<file path="src/rtl/cpu_types_pkg.sv">
// Shared CPU types: machine word, opcodes seen by the memory stage, and the
// memory-stage controller states.
package cpu_types_pkg;

  localparam int WORD_WIDTH = 32;

  typedef logic [WORD_WIDTH-1:0] word_t;

  typedef enum logic [5:0] {
    RTYPE = 6'b000000,
    ADDI  = 6'b001000,
    LW    = 6'b100011,
    SW    = 6'b101011,
    LL    = 6'b110000,
    SC    = 6'b111000
  } opcode_t;

  typedef enum logic [1:0] {
    IDLE = 2'd0,
    WAIT = 2'd1,
    DONE = 2'd2
  } memstate_t;

endpackage

</file>
<file path="src/rtl/llsc_link.sv">
// LL/SC link register: set by a completing LL, cleared by SC/aliasing SW, and
// invalidated by coherence traffic to the linked word.
module llsc_link #(
  parameter int WORD_W = 32
) (
  input  logic              clk_i,
  input  logic              rst_ni,
  input  logic              set_i,
  input  logic [WORD_W-1:0] set_addr_i,
  input  logic              clr_i,
  input  logic              inv_i,
  input  logic [WORD_W-1:0] inv_addr_i,
  output logic              valid_o,
  output logic [WORD_W-1:0] addr_o
);

  logic              valid_q, valid_d;
  logic [WORD_W-1:0] addr_q, addr_d;
  logic              inv_hits_set, inv_hits_link;

  // Word-granular compares: byte offset bits do not distinguish a link.
  assign inv_hits_set  = inv_i && (inv_addr_i[WORD_W-1:2] == set_addr_i[WORD_W-1:2]);
  assign inv_hits_link = inv_i && (inv_addr_i[WORD_W-1:2] == addr_q[WORD_W-1:2]);

  always_comb begin
    valid_d = valid_q;
    addr_d  = addr_q;
    if (set_i) begin
      addr_d  = set_addr_i;
      valid_d = !inv_hits_set;
    end else if (clr_i || inv_hits_link) begin
      valid_d = 1'b0;
    end
  end

  always_ff @(posedge clk_i or negedge rst_ni) begin
    if (!rst_ni) begin
      valid_q <= 1'b0;
      addr_q  <= '0;
    end else begin
      valid_q <= valid_d;
      addr_q  <= addr_d;
    end
  end

  assign valid_o = valid_q;
  assign addr_o  = addr_q;

endmodule

</file>
<file path="src/rtl/mem_stage.sv">
// Memory-access stage controller: issues data-cache requests for LW/SW/LL/SC,
// stalls until dhit, and hands the load/SC result to the MEM/WB latch.
module mem_stage
  import cpu_types_pkg::*;
#(
  parameter int WORD_W  = 32,
  parameter bit LLSC_EN = 1'b1
) (
  input  logic              CLK,
  input  logic              nRST,
  input  opcode_t           opcode_MEM,
  input  logic              halt_MEM,
  input  logic [WORD_W-1:0] aluout_MEM,
  input  logic [WORD_W-1:0] busB_MEM,
  input  logic              pipe_en,
  input  logic              dhit,
  input  logic [WORD_W-1:0] dmemload,
  input  logic              ccinv,
  input  logic [WORD_W-1:0] ccinvaddr,
  output logic              dmemREN,
  output logic              dmemWEN,
  output logic [WORD_W-1:0] dmemaddr,
  output logic [WORD_W-1:0] dmemstore,
  output logic [WORD_W-1:0] dload,
  output logic              mem_stall,
  output logic              link_valid
);

  memstate_t         state_q;
  logic [WORD_W-1:0] dload_q;
  logic [WORD_W-1:0] link_addr;
  logic [WORD_W-1:0] result;
  logic is_read, is_write, is_ll, is_sw, is_sc;
  logic is_mem, link_hit, sc_fail, req, issue, complete;
  logic link_set, link_clr;

  assign is_ll    = (opcode_MEM == LL);
  assign is_sw    = (opcode_MEM == SW);
  assign is_sc    = (opcode_MEM == SC);
  assign is_read  = (opcode_MEM == LW) || is_ll;
  assign is_write = is_sw || is_sc;
  assign is_mem   = (is_read || is_write) && !halt_MEM;

  assign link_hit = link_valid && (link_addr[WORD_W-1:2] == aluout_MEM[WORD_W-1:2]);
  assign sc_fail  = is_sc && LLSC_EN && !link_hit;
  assign req      = is_mem && !sc_fail;

  // Once in WAIT the request is committed; a later link loss does not cancel it.
  assign issue    = nRST && (((state_q == IDLE) && req) || (state_q == WAIT));
  assign complete = issue && dhit;

  always_comb begin
    result = '0;
    if (is_read) begin
      result = dmemload;
    end else if (is_sc) begin
      result = {{(WORD_W-1){1'b0}}, 1'b1};
    end
  end

  assign dmemREN   = issue && is_read;
  assign dmemWEN   = issue && is_write;
  assign dmemaddr  = aluout_MEM;
  assign dmemstore = busB_MEM;
  assign mem_stall = issue && !dhit;
  assign dload     = (state_q == DONE) ? dload_q : (complete ? result : '0);

  always_ff @(posedge CLK or negedge nRST) begin
    if (!nRST) begin
      state_q <= IDLE;
      dload_q <= '0;
    end else begin
      case (state_q)
        IDLE: begin
          if (req && dhit && !pipe_en) begin
            state_q <= DONE;
            dload_q <= result;
          end else if (req && !dhit) begin
            state_q <= WAIT;
          end
        end
        WAIT: begin
          if (dhit) begin
            if (pipe_en) begin
              state_q <= IDLE;
            end else begin
              state_q <= DONE;
              dload_q <= result;
            end
          end
        end
        DONE: begin
          if (pipe_en) state_q <= IDLE;
        end
        default: state_q <= IDLE;
      endcase
    end
  end

  assign link_set = complete && is_ll;
  assign link_clr = (complete && is_sc)
                 || ((state_q == IDLE) && is_mem && sc_fail && pipe_en)
                 || (complete && is_sw && (link_addr[WORD_W-1:2] == aluout_MEM[WORD_W-1:2]));

  generate
    if (LLSC_EN) begin : g_link
      llsc_link #(.WORD_W(WORD_W)) u_link (
        .clk_i      (CLK),
        .rst_ni     (nRST),
        .set_i      (link_set),
        .set_addr_i (aluout_MEM),
        .clr_i      (link_clr),
        .inv_i      (ccinv),
        .inv_addr_i (ccinvaddr),
        .valid_o    (link_valid),
        .addr_o     (link_addr)
      );
    end else begin : g_no_link
      assign link_valid = 1'b0;
      assign link_addr  = '0;
    end
  endgenerate

endmodule

</file>
<file path="config.mk">
export PLATFORM = sky130hd
export DESIGN_NAME = mem_stage
export DESIGN_NICKNAME = d
export VERILOG_FILES = /design/src/rtl/cpu_types_pkg.sv /design/src/rtl/llsc_link.sv /design/src/rtl/mem_stage.sv
export SDC_FILE = /design/constraint.sdc
export NUM_CORES = 1
export LEC_CHECK = 0
export CELL_PAD_IN_SITES_DETAIL_PLACEMENT = 1
export CELL_PAD_IN_SITES_GLOBAL_PLACEMENT = 1
export CORE_MARGIN = 2
export CORE_UTILIZATION = 31
export DETAILED_ROUTE_END_ITERATION = 7
export PLACE_DENSITY_LB_ADDON = 0.1
export SKIP_LAST_GASP = 1
export SLEW_MARGIN = 20
export SYNTH_ARGS = -nofsm -noshare
export SYNTH_HDL_FRONTEND = slang
export SYNTH_SLANG_ARGS = --single-unit
</file>
<file path="constraint.sdc">
create_clock -name CLK -period 4.1 [get_ports CLK]
set_clock_uncertainty 0.2 [all_clocks]
set_input_delay 0.615 -clock CLK [delete_from_list [all_inputs] [get_ports CLK]]
set_output_delay 0.615 -clock CLK [all_outputs]
set_load 0.005 [all_outputs]
</file>
* Yosys cells after proc, flatten, opt, wreduce, memory -nomap -nowiden
Index checks and enable logic that the tools add are counted.
** Word-level totals
- Bits in registers :: 67
- Output and inout bits :: 100
- Logic and storage cells :: 74
** Operators by class
- Equal/unequal tests :: 14
- Mux-type cells :: 16
- Reductions and logical operators :: 40
** Operators by type and width (count)
- two-way mux 32 bit :: 6
- equality test 30 bit :: 3
- one-hot mux 32 bit (2 select lines) :: 1
- equality test 6 bit, second input constant :: 4
- logical AND 1 bit :: 22
- two-way mux 2 bit :: 5
- logical OR 1 bit :: 7
- zero test 1 bit :: 6
- != test 2 bit, second input constant :: 3
- one-hot mux 2 bit (3 select lines) :: 1
- AND reduction 4 bit :: 1
- nonzero test 2 bit :: 2
- two-way mux 1 bit :: 3
- != test 3 x 1 -> 1 bit, second input constant :: 1
- AND reduction 3 bit :: 1
- equality test 2 x 1 -> 1 bit, second input constant :: 1
- equality test 2 bit, second input constant :: 1
- zero test 2 bit :: 1
- != test 2 x 1 -> 1 bit, second input constant :: 1

* Depth between registers and ports, before layout
Gate-level depths: netlist of the first run.
- Depth after elaboration :: 16
- Mapped depth :: 8
- Gate-level depth less buffers :: 6

* By module
From an unflattened synthesis of the first run, not the netlist that was laid out.
** Unflattened totals
- Cell total of the unflattened synthesis :: 463
- Area total of the unflattened synthesis :: 4697.0 µm²
** Modules (own cells, without submodules)
- mem_stage :: instances 1, cells each 312, area an instance 2825.2 µm²
- llsc_link :: instances 1, cells each 151, area an instance 1871.8 µm²

* Worst setup path before layout of the first run
No wires, ideal clock.
- Path kind :: input to output
- From :: in opcode_MEM[0]
- To :: out dload[10]
- Arrival :: 2411 ps
- Setup slack :: 874 ps
- Stages on the path :: 7
- Path through :: or3b_4 > or3_2 > a21o_2 > a41oi_4 > nor3_1 > buf_2 > a22o_1
** On the way
- Longest elaborated chain between the ends :: 11
- Elaborated cells between the ends (all ways) :: 18
- Those cells by class :: eq/ne: 4; mux: 3; reduce/logical: 11
** RTL lines
- from (decl) :: RTL line mem_stage.sv:11 : input opcode_t opcode_MEM,
- equality test 6 bit (on tied branches)
- logical OR 1 bit (on tied branches) :: RTL line mem_stage.sv:40, mem_stage.sv:41
- logical OR 1 bit :: RTL line mem_stage.sv:42 : assign is_mem = (is_read || is_write) && !halt_MEM;
- logical AND 1 bit :: RTL line mem_stage.sv:42
- logical AND 1 bit :: RTL line mem_stage.sv:46 : assign req = is_mem && !sc_fail;
- logical AND 1 bit :: RTL line mem_stage.sv:49 : assign issue = nRST && (((state_q == IDLE) && req) || (state_q == WAIT));
- logical OR 1 bit :: RTL line mem_stage.sv:49
- logical AND 1 bit :: RTL line mem_stage.sv:49
- logical AND 1 bit :: RTL line mem_stage.sv:50 : assign complete = issue && dhit;
- two-way mux 32 bit * (2 in a row) :: RTL line mem_stage.sv:66 : assign dload = (state_q == DONE) ? dload_q : (complete ? result : '0);
- to (decl) :: RTL line mem_stage.sv:24 : output logic [WORD_W-1:0] dload,
Every way passes the cells marked *; elsewhere a longest branch is shown, timed or not.

* Final worst setup path of the first run
- From :: in opcode_MEM[4]
- To :: out dload[0]
The elaborated chain is that of the path after synthesis.

==> impl_metrics.toml, run 1 <==
[status]
outcome = "finished, final reports clean"

[setup_path]
r2r_cells = 12
regToRegStartpoint = "g_link.u_link.addr_o[14]$_DFFE_PN0P_"
cp-end-kind = "output pin"
critical_path_arrival_ps = 3200
max_stage_delay_ps = 470
crit_family = "buffers and inverters"
crit_slowest_cell = "clkdlybuf4s50_1"
worstPathMaxFanout = 3
crit_required_ps = 3280
r2r-end = "dload_q[22]$_DFFE_PN0P_"
crit_path_start_kind = "input pin"
path_common_cell = "clkdlybuf4s50_1"
path_cells = "clkdlybuf4s50_1 -> or3b_4 -> or3_4 -> a21o_2 -> a41oi_4 -> buf_4 -> nor2_1 -> a22o_1 -> clkdlybuf4s50_1"
crit_type = "input pin to output pin"
rrSetupSlack_ps = 880
crit_buf_inv = 3

[global_route]
grt_max_degree = 49
antenna_found_initial = 0
grt_pass1_vias = 3992
grtUsageTotal = 0.191
grt_pass1_wl_um = 21600
globalRouteOverflowTotal = 0

[logic_synthesis]
yosysTopAreaCell = "dfrtp_1"
synth_compound_area_frac = 0.155
netlist_instances = 397
synth_top_area_share = 0.372
seq_area_frac_synth = 0.372
synth_xor_area_frac = 0.180
synth_common_cells = "xnor2_1, dfrtp_1, buf_4"
synth_mux_area_frac = 0.0799
synth_area_mm2 = 0.00437
synth-adder-area-share = 0
synth_edf_count = 0
synth_warnings = 0
async_flop_share = 1.00
ys_ff_latch = 65
synth_top_family_by_area = "XOR/XNOR gates"
synth-simple-area-share = 0.0750
synthFlopType = "dfrtp_1"
ys_types = 38
syn_nets = 537
synthTopCellsByArea = "dfrtp_1, xnor2_1, a22o_1, buf_4, mux2_2"
syn_avg_cell_area_um2 = 11.0
synth_most_common_cell = "xnor2_1"

[detailed_routing]
viasPerCell = 4.88
drtPass1Iterations = 4
drt_iter0_drc = 101
drc_errors = 0
vias = 3547
wirelength_um = 13900
ant_nets = 0
wl_per_cell_um = 19.1

[die]
die_area_mm2 = 0.0151
die_w_um = 123
fp-row-count = 43
core_area_mm2 = 0.0138
die_h_um = 123
num_io_pins = 240
start_util = 0.316

[cts]
root_buffer = "clkbuf_16"
cts_hold_buf = 0
cts_tree = "done"
clock_sinks = 65
htreeDepth = 3
cts_buffers = 9
cts.path.max_buffers = 2
clk_pin_slew_worst_paths_ps = 60
clock_latency_ps = 340

[power]
swShare = 0.229
power_density_mw_per_mm2 = 287
switching_power_uw = 426
combPwrFrac = 0.161
power_frac_seq = 0.352
clkPwrFrac = 0.487
p_leak_uw = 0.00304
peakVddDrop_v = 0.000191
intPower_uw = 1440

[sta]
fmax_mhz = 249
tns_ps = 0
fin_hold_ws_ps = 155
max-slew-margin-rel = 0.562
period_minus_slack_ps = 4020
setup_ws_ps = 81.9
worstMarginPinSlew_ps = 657
finalSetupViolCount = 0
slew_violations = 0
period_share = 0.980
hold_violations = 0
rsz0062_at_grt = "no"

[cells_and_area]
multiInputGateArea_mm2 = 0.00220
drive_gt1_frac = 0.201
syn_to_final_growth_pct = 48.3
stdcell_count = 727
diodes = 0
nFillCells = 1517
register_area_mm2 = 0.00163
final_util = 0.469
fin_nets = 682

[placement]
port_buffers = 169
place_congestion = 0.751
place_ws_ps = -131
placed_cells = 702
dp_hpwl_um = 10500

[worst_hold_path]
hold_class = "input pin to async pin"

[job]
drv_cap = 0
cell usage in the layout, fill, tap and decap left out, types with 9 or more instances in the layout:
master             n
xor2_1            17
buf_4             42
clkdlybuf4s50_1  130
mux2_2            31
a22o_1            62
nand4_1           20
dfrtp_1           65
clkbuf_16          9
xnor2_1           69
dlygate4sd2_1     23
dlymetal6s2s_1    15
flip-flops by register name, indices dropped and copies added, names as in the netlist:
register and count:
dload_q 32, state_q 2, g_link.u_link.valid_o 1, g_link.u_link.addr_o 30
logic make-up after synthesis:
kind of cell	count (synthesis)
simple gates	52
flops	65
compound gates	76
xor+xnor	90
mux	31
buf+inv	83
what timing repair did:
item	4_1_cts	5_1_grt
resized for setup	30	17
pin swaps	7	2
setup endpoints to repair	34	18
gates cloned	1	0
endpoints found under the hold margin	0	0
buffers inserted	7	1
layer usage:
layer	GRT usage	routed length (um)	up-vias
li1	-	-	1672
met4	0.0532	178	0
met3	0.0520	847	18
met2	0.333	6970	117
met5	0	0	-
met1	0.229	5880	1740
power groups by stage:
stage	registers (uW)	logic, uW	clock network [uW]
finish	655	300	907
floorplan	665	127	0
global placement	666	298	0
CTS	655	305	928
detailed placement	666	301	0
global route	656	324	957
final cells by class:
| type | count | share of cell area |
|---|---|---|
| Multi-Input combinational cell | 249 | 0.340 |
| Timing Repair Buffer | 214 | 0.319 |
| Sequential cell | 65 | 0.251 |
| Clock buffer | 10 | 0.0369 |
| Tap cell | 180 | 0.0347 |
| Clock inverter | 6 | 0.0162 |
| Inverter | 3 | 0.00174 |
worst max path at each step:
stage                 to  cells after the start      startpoint  slack [ps]
2_1_floorplan  dload[10]                      7   opcode_MEM[0]         870
3_3_place_gp    dload[9]                     11  aluout_MEM[14]        -180
3_5_place_dp   dload[19]                     11  aluout_MEM[14]        -130
4_1_cts        dload[27]                     10  aluout_MEM[13]         -60
5_1_grt         dload[0]                      9   opcode_MEM[4]          20
6_report        dload[0]                      9   opcode_MEM[4]          80
worst reg2reg max path: stages, from the launching register on:
cell	delay (ps)
dfrtp_1	420
xnor2_2	190
buf_4	130
nand4_1	130
nor4_2	320
buf_4	180
a41oi_4	150
buf_4	180
buf_4	130
buf_4	140
or3_1	360
buf_4	260
a22o_2	300
stage by stage:
step	total power (uW)	cell area, um^2
4_1_cts	1890	6440
2_1_floorplan	792	4370
6_report	1860	6480
5_1_grt	1940	6480
3_3_place_gp	964	5990
3_5_place_dp	967	5990
Note: power is estimated with default switching activity, not from simulation.
==> run 2, diff against run 1 <==
CAP_MARGIN = 10   (was default)
CELL_PAD_IN_SITES_DETAIL_PLACEMENT = default   (was 1)
CELL_PAD_IN_SITES_GLOBAL_PLACEMENT = default   (was 1)
CORE_UTILIZATION = 43   (was 31)
HOLD_SLACK_MARGIN = 0.05   (was default)
PLACE_DENSITY = 0.88   (was default)
PLACE_DENSITY_LB_ADDON = default   (was 0.1)
==> run 2 against run 1 <==
Compared with the run above:
- global-route usage rose by 4.0 points
- clock-buffer cell count unchanged
- sequential share of layout area is 0.58 points higher
- sequential cell count stayed put
- fmax about the same
- hold slack lost 27 ps
- core utilization is 18 points higher
- worst setup slack worse by 3.5 ps
- sequential power hardly changed
- via count up 3.6%
- critical path type unchanged
- largest power group is now sequential cells
==> impl_metrics.toml, run 2 (synthesized netlist as in run 1, its figures left out) <==
[die]
start_util = 0.445
die_w_um = 105
fp-row-count = 36
num_io_pins = 240
die_h_um = 105
core_area_mm2 = 0.00982
die_area_mm2 = 0.0110

[sta]
worstMarginPinSlew_ps = 617
fmax_mhz = 249
period_share = 0.981
max-slew-margin-rel = 0.589
tns_ps = 0
hold_violations = 0
period_minus_slack_ps = 4020
slew_violations = 0
finalSetupViolCount = 0

[detailed_routing]
wl_per_cell_um = 19.5
ant_nets = 0
vias = 3674
drtPass1Iterations = 4
viasPerCell = 5.39
drt_iter0_drc = 92
wirelength_um = 13300
drc_errors = 0

[global_route]
grt_pass1_wl_um = 19900
grtUsageTotal = 0.230
globalRouteOverflowTotal = 0
grt_pass1_vias = 3775
antenna_found_initial = 0
grt_max_degree = 35

[cts]
clock_sinks = 65
cts_buffers = 9
clk_pin_slew_worst_paths_ps = 80
root_buffer = "clkbuf_8"
htreeDepth = 3
cts_tree = "done"
cts.path.max_buffers = 2
cts_hold_buf = 0
clock_latency_ps = 350

[setup_path]
r2r-end = "dload_q[22]$_DFFE_PN0P_"
crit_path_start_kind = "input pin"
critPathCapture = "dload[0]"
cp-end-kind = "output pin"
crit_type = "input pin to output pin"
crit_start = "opcode_MEM[4]"
worstPathMaxFanout = 4
regToRegStartpoint = "g_link.u_link.addr_o[14]$_DFFE_PN0P_"
path_common_cell = "clkdlybuf4s50_1"
max_stage_delay_ps = 470
crit_slowest_cell = "clkdlybuf4s50_1"
r2r_cells = 12
critical_path_arrival_ps = 3210
rrSetupSlack_ps = 960
path_cells = "clkdlybuf4s50_1 -> or3b_4 -> or3_4 -> a21o_4 -> a41oi_4 -> buf_4 -> nor2_1 -> a22o_1 -> clkdlybuf4s50_1"
crit_required_ps = 3280

[cells_and_area]
drive_gt1_frac = 0.200
stdcell_count = 682
largest_reg_flops = 32
layout_common_cells = "clkdlybuf4s50_1, xnor2_1, dfrtp_1, a22o_1, buf_4"
regMostFlops = "dload_q"
finish.instance_area_mm2 = 0.00633
syn_to_final_growth_pct = 45.0
fin_nets = 684
diodes = 0
final_common_cell = "clkdlybuf4s50_1"

[placement]
placed_cells = 656
dp_hpwl_um = 9930
place_congestion = 0.878
postPlaceCellArea_mm2 = 0.00594
port_buffers = 169

[worst_hold_path]
hold_class = "input pin to async pin"

[status]
outcome = "finished, final reports clean"

[power]
power_uw = 1460
power_density_mw_per_mm2 = 231
p_leak_uw = 0.00308
peakVddDrop_v = 0.000135

[job]
drv_cap = 0
run 2: worst min path at each step:
| stage | depth (start not counted) | end | startpoint |
|---|---|---|---|
| 2_1_floorplan | 0 | dload_q[0]$_DFFE_PN0P_ | nRST |
| 3_3_place_gp | 1 | dload_q[16]$_DFFE_PN0P_ | dload_q[16]$_DFFE_PN0P_ |
| 3_5_place_dp | 1 | dload_q[27]$_DFFE_PN0P_ | dload_q[27]$_DFFE_PN0P_ |
| 4_1_cts | 2 | dload_q[5]$_DFFE_PN0P_ | nRST |
| 5_1_grt | 2 | dload_q[5]$_DFFE_PN0P_ | nRST |
| 6_report | 2 | dload_q[30]$_DFFE_PN0P_ | nRST |
run 2: power breakdown:
part	internal (uW)	leakage, uW	total, uW	switching (uW)
Sequential	648	0.000907	654	6.42
Clock	235	0.0000805	506	270
Combinational	182	0.00209	301	120
Total	1060	0.00308	1460	396
run 2: per-stage QoR:
stage / hold WS (ps) / setup slack [ps] / utilization
2_1_floorplan: 119 / 874 / -
3_3_place_gp: 290 / -106 / 0.605
3_5_place_dp: 294 / -158 / 0.605
4_1_cts: 127 / -71.1 / 0.625
5_1_grt: 167 / -17.6 / 0.645
6_report: 128 / 78.4 / 0.645
run 2: layout make-up:
cell class	count	area [um^2]
fillers	800	3480
inverters	3	11.3
repair buffers	216	2160
flip-flops and latches	65	1630
clock buffers	10	138
clock inverters	6	43.8
well taps	133	166
multi-input cells	249	2190
run 2: critical path, delay by kind of cell:
kind                   cells  cell delay, ps
AND/OR/NAND/NOR            3             830
AO/OA/AOI/OAI              3             660
buffers and inverters      3            1100
run 2: timing repair:
item | in CTS | in global routing
resized for setup | 5 | 32
pin swaps | 0 | 4
setup endpoints to repair | 35 | 30
buffers inserted | 3 | 5
hold endpoints to repair | 0 | 0
cloned | 0 | 2
run 2: metal layers:
metal  track usage  up-vias  wire length (um)
li1              -     1671                 -
met1         0.278     1789              5310
met2         0.402      197              6760
met3        0.0636       17              1050
met4        0.0648        0               161
met5             0        -                 0
==> run 3, diff against run 2 <==
CAP_MARGIN = 20   (was 10)
==> results of run 3 <==
The final DEF is identical to that of run 2; final timing and power are the same.
==> edit 1 (config.mk and constraints of run 3) <==
Make the reset (`nRST` and `rst_ni`) synchronous in 2 clocked blocks.
--- a/src/rtl/llsc_link.sv
+++ b/src/rtl/llsc_link.sv
@@ -35,3 +35,3 @@
 
-  always_ff @(posedge clk_i or negedge rst_ni) begin
+  always_ff @(posedge clk_i) begin
     if (!rst_ni) begin
--- a/src/rtl/mem_stage.sv
+++ b/src/rtl/mem_stage.sv
@@ -67,3 +67,3 @@
 
-  always_ff @(posedge CLK or negedge nRST) begin
+  always_ff @(posedge CLK) begin
     if (!nRST) begin
Formal check against the unedited RTL: differs if nRST is asserted again (counterexample within 4 cycles, from zero or initial values and one cycle with nRST low); with nRST held inactive, the same outputs for 4 cycles.
==> edit 1 against run 3 <==
  * The run now ends with setup timing left
  * Critical path type unchanged
  * Critical endpoint is now dload[29]
  * Wire length rose by 2.1%
  * First-iteration DRC count rose to 4.4 times the old value
  * Maximum frequency is 2.5% lower
  * Area after synthesis grew 0.52%
  * Register-to-register slack better by 0.46 ns
  * Total power grew 3.5%
  * Synthesized cell count is 28% higher
  * Cell area decreased by 0.30%
  * Sequential cell count unchanged
  * Count of clock-buffer cells in the layout grew 2
  * Die area grew 0.50%
  * Setup slack got worse by 0.10 ns
  * Non-clock buffer count is the same
  * Sequential power fell by 3.4%
==> edit 1: results (changes against run 3) <==
stage	metric	value	unit	change
finish	Largest Register	dload_q		unchanged
power	internal power	0.00116	W	was 0.00106 W
synth	Primary FF master, synth	dfxtp_1		was dfrtp_1
worst_setup_path	worst-path maximum fanout	15		was 4
clocking	Clock transition at path regs	0.06	ns	was 0.08 ns
finish	Non-clock buffer share	34.3	%	was 34.1%
finish	multi-input gates	343		was 249
grt	vias in the first global route	4195		was 3775
clocking	setup bufs post-CTS	1		was 3
grt	first-pass GRT wire length	21000	um	was 19900 um
grt	met3 Usage GRT	5.05	%	was 6.36%
finish	share of cell area taken by multi-input logic gates	39.0	%	was 34.6%
routing	Pre-antenna DRT Iters	5		was 4
finish	# nets final	777		was 684
synth	post-synthesis cell type count	35		was 38
power	combinational power share	19.2	%	was 20.6%
grt	largest net degree at the start of global routing	68		was 35
synth	top cells by count, synth	buf_4, dfxtp_1, xor2_1, nand4_1, xnor2_1		was xnor2_1, dfrtp_1, buf_4, a22o_1, mux2_2
timing	Final WS setup	-0.0243	ns	was 0.0784 ns
power	P_leak	2.80	nW	was 3.08 nW
timing	Finish-stage setup viols	14		was 0
worst_setup_path	FF-to-FF setup slack	1.42	ns	was 0.96 ns
synth	Seq/Total Area, Yosys	29.6	%	was 37.2%
synth	Synth Net Count	649		was 537
clocking	Worst-Skew Late Latency	0.33	ns	was 0.35 ns
hold_path	HP Class	flip-flop to flip-flop		was input pin to asynchronous set/reset pin
timing	final hold slack	0.248	ns	was 0.128 ns
worst_setup_path	worst r2r dst	dload_q[29]		was dload_q[22]
synth	synth top area cells	dfxtp_1, buf_4, xor2_1		was dfrtp_1, xnor2_1, a22o_1
finish	fill cell count	767		was 800
finish	ratio of cells with drive above 1 in the final layout	11.4	%	was 20.0%
worst_setup_path	worst r2r path cells	10		was 12
worst_setup_path	Worst path max stage delay	0.50	ns	was 0.47 ns
power	Sequential Power	0.000632	W	was 0.000654 W
synth	asr flop ratio synth	0	%	was 100%
routing	M1 WL	5460	um	was 5310 um
timing	setup TNS	-0.195	ns	was 0 ns
routing	initial drt markers	404		was 92
clocking	post-CTS sizing	4		was 5
finish	inverter count	2		was 3
outcome	status	finished, violations left		was finished, final reports clean
grt	GRT met1 Usage	28.1	%	was 27.8%
routing	vias	4296		was 3674
routing	Met3 Wirelength	1030	um	was 1050 um
placement	setup slack after placement	-0.0991	ns	was -0.158 ns
routing	metal2 WL	6640	um	was 6760 um
synth	Syn Inst Count	509		was 397
finish	area of the multi-input gates	0.00246	mm^2	was 0.00219 mm^2
finish	sequential cell area share	20.6	%	was 25.7%
grt	routing usage on met2	39.9	%	was 40.2%
synth	Syn Std Cell Area	0.00439	mm^2	was 0.00437 mm^2
timing	relative slew slack	58.8	%	was 58.9%
outcome	failing checks	setup timing		
finish	n_diodes	0		unchanged
placement	detailed placer's ending HPWL	10000	um	was 9930 um
finish	clock buffer count	12		was 10
placement	placed insts	752		was 656
## edit 1: cell count changes after synthesis, sizes merged, moves of 31 or more
cell,delta
dfrtp,-65
dfxtp,+65
a22o,-63
xnor2,-35
xor2,+35
nand2,+33
a32o,+31
mux2,-31
## edit 1: cells by family after synthesis
logic type / share of synthesized area [%]
buffers and inverters: 15.0
AND/OR/NAND/NOR: 17.7
XOR/XNOR: 17.9
flip-flops: 29.6
AO/OA/AOI/OAI: 12.9
multiplexers: 6.84
## edit 1: worst max path at each step
stage | end | depth (start not counted) | from
after floorplan | dload[10] | 8 | opcode_MEM[0]
after global placement | dload[4] | 10 | aluout_MEM[14]
after detailed placement | dload[4] | 9 | opcode_MEM[4]
after CTS | dload[4] | 9 | opcode_MEM[4]
after global routing | dload[11] | 9 | opcode_MEM[4]
final | dload[29] | 9 | opcode_MEM[4]
## edit 1: worst max-delay path, delay by kind of cell
family / cells / cell delay (ns)
compound gates: 3 / 0.76
simple gates: 3 / 0.83
buf+inv: 3 / 1.12
==> edit 2 (flow settings as in run 3) <==
Without the edit above. `WORD_W` is set to 32 in 2 places; all go to 64.
--- a/src/rtl/llsc_link.sv
+++ b/src/rtl/llsc_link.sv
@@ -3,3 +3,3 @@
 module llsc_link #(
-  parameter int WORD_W = 32
+  parameter int WORD_W = 64
 ) (
--- a/src/rtl/mem_stage.sv
+++ b/src/rtl/mem_stage.sv
@@ -5,3 +5,3 @@
 #(
-  parameter int WORD_W  = 32,
+  parameter int WORD_W  = 64,
   parameter bit LLSC_EN = 1'b1
Interface: changed (7 resized); port bits go from 240 to 464. The function was not compared with the original's and may differ.
==> edit 2 against run 3 <==
  * The run now ends with setup timing left
  * Area after synthesis increased by 110%
  * Non-clock buffer count increased by 221
  * Total power increased by 140%
  * Largest cell class unchanged
  * Wire length increased by 150%
  * Cell area increased by 110%
  * Critical path type unchanged
  * Sequential cell count increased by 64
  * Global-route usage increased by 4.2 points
  * Setup slack got worse by 0.21 ns
  * Utilization decreased by 0.27 points
  * Highest routed layer is now met5
==> edit 2: results (changes against run 3) <==
stage	metric	value	unit	change
placement	Cell Area, Placed	0.0126	mm^2	was 0.00594 mm^2
clocking	Worst-Skew Late Latency	0.41	ns	was 0.35 ns
synth	synth top area cells	dfrtp_1, xnor2_1, buf_4		was dfrtp_1, xnor2_1, a22o_1
outcome	failing checks	setup timing		
grt	first-pass GRT wire length	46200	um	was 19900 um
synth	mux share of post-synthesis cell area	17.6	%	was 7.99%
outcome	status	finished, violations left		was finished, final reports clean
clocking	Post-CTS Hold Fix Bufs	1		was 0
power	Reg power frac	37.6	%	was 44.8%
timing	final hold slack	0.305	ns	was 0.128 ns
placement	setup slack after placement	-0.419	ns	was -0.158 ns
clocking	CTS Buf Count	17		was 9
synth	Seq/Total Area, Yosys	34.6	%	was 37.2%
power	Sw Ratio	25.6	%	was 27.1%
placement	RePlAce Congestion	0.996		was 0.878
grt	vias in the first global route	7877		was 3775
routing	initial drt markers	595		was 92
clocking	# H-tree levels	4		was 3
worst_setup_path	reg2reg start	g_link.u_link.addr_o[34]		was g_link.u_link.addr_o[14]
synth	top cells by count, synth	buf_4, dfrtp_1, xnor2_1, a22o_1, mux2_2		was xnor2_1, dfrtp_1, buf_4, a22o_1, mux2_2
worst_setup_path	worst r2r dst	g_link.u_link.addr_o[8]		was dload_q[22]
worst_setup_path	worst-path maximum fanout	7		was 4
routing	Pre-antenna DRT Iters	5		was 4
timing	Finish-stage setup viols	20		was 0
timing	setup TNS	-1.78	ns	was 0 ns
finish	ratio of cells with drive above 1 in the final layout	24.3	%	was 20.0%
power	Worst VDD drop	0.000245	V	was 0.000135 V
routing	Total Routed Length	32800	um	was 13300 um
clocking	Clock transition at path regs	0.06	ns	was 0.08 ns
synth	Syn Inst Count	865		was 397
placement	port bufs	329		was 169
finish	area of the multi-input gates	0.00495	mm^2	was 0.00219 mm^2
hold_path	HP Class	flip-flop to flip-flop		was input pin to asynchronous set/reset pin
hold_path	Hold EP	dload_q[56]		
grt	largest net degree at the start of global routing	65		was 35
worst_setup_path	crit path DAT	3.42	ns	was 3.21 ns
grt	antenna violations before repair	2		was 0
clocking	post-CTS sizing	13		was 5
timing	Final WS setup	-0.135	ns	was 0.0784 ns
routing	WL per Instance	22.6	um	was 19.5 um
grt	total track usage	27.2	%	was 23.0%
finish	# nets final	1427		was 684
worst_setup_path	worst r2r path cells	10		was 12
finish	fill cell count	1636		was 800
finish	max FFs per register	64		was 32
worst_setup_path	Worst path max stage delay	0.50	ns	was 0.47 ns
synth	post-synthesis xor/xnor area fraction	14.0	%	was 18.0%
clocking	setup bufs post-CTS	2		was 3
synth	post-synthesis compound-gate area fraction	9.87	%	was 15.5%
synth	post-synthesis cell type count	48		was 38
placement	detailed placer's ending HPWL	25500	um	was 9930 um
power	Clock Power	0.00151	W	was 0.000506 W
synth	Synth Net Count	1133		was 537
power	clock share of power	43.9	%	was 34.6%
worst_setup_path	FF-to-FF setup slack	0.42	ns	was 0.96 ns
power	P_leak	6.93	nW	was 3.08 nW
clocking	root buffer cell	clkbuf_16		was clkbuf_8
timing	Tightest Pin Transition	0.753	ns	was 0.617 ns
routing	via-per-instance ratio	5.46		was 5.39
==> edit 2: worst max-delay path by stage <==
stage | start | end
after global routing | aluout_MEM[3] | dload[12]
after floorplan | opcode_MEM[0] | dload[13]
after detailed placement | aluout_MEM[10] | dload[56]
after CTS | aluout_MEM[5] | dload[56]
after global placement | aluout_MEM[10] | dload[56]
final | aluout_MEM[36] | dload[12]
==> edit 2: final cells by class <==
| class | instances | area share, % |
|---|---|---|
| Antenna cell | 1 | 0.0184 |
| Clock buffer | 19 | 3.26 |
| Clock inverter | 12 | 1.00 |
| Inverter | 30 | 0.829 |
| Multi-Input combinational cell | 544 | 36.4 |
| Sequential cell | 129 | 23.8 |
| Tap cell | 275 | 2.53 |
| Timing Repair Buffer | 437 | 32.2 |
==> edit 2: metal layers <==
layer | global-route usage [%] | vias up | part of all wire [%]
li1 | - | 3525 | -
met1 | 35.3 | 3912 | 41
met2 | 44.0 | 382 | 49
met3 | 7.32 | 77 | 7.9
met4 | 8.97 | 2 | 2.5
met5 | 0 | - | 0.027
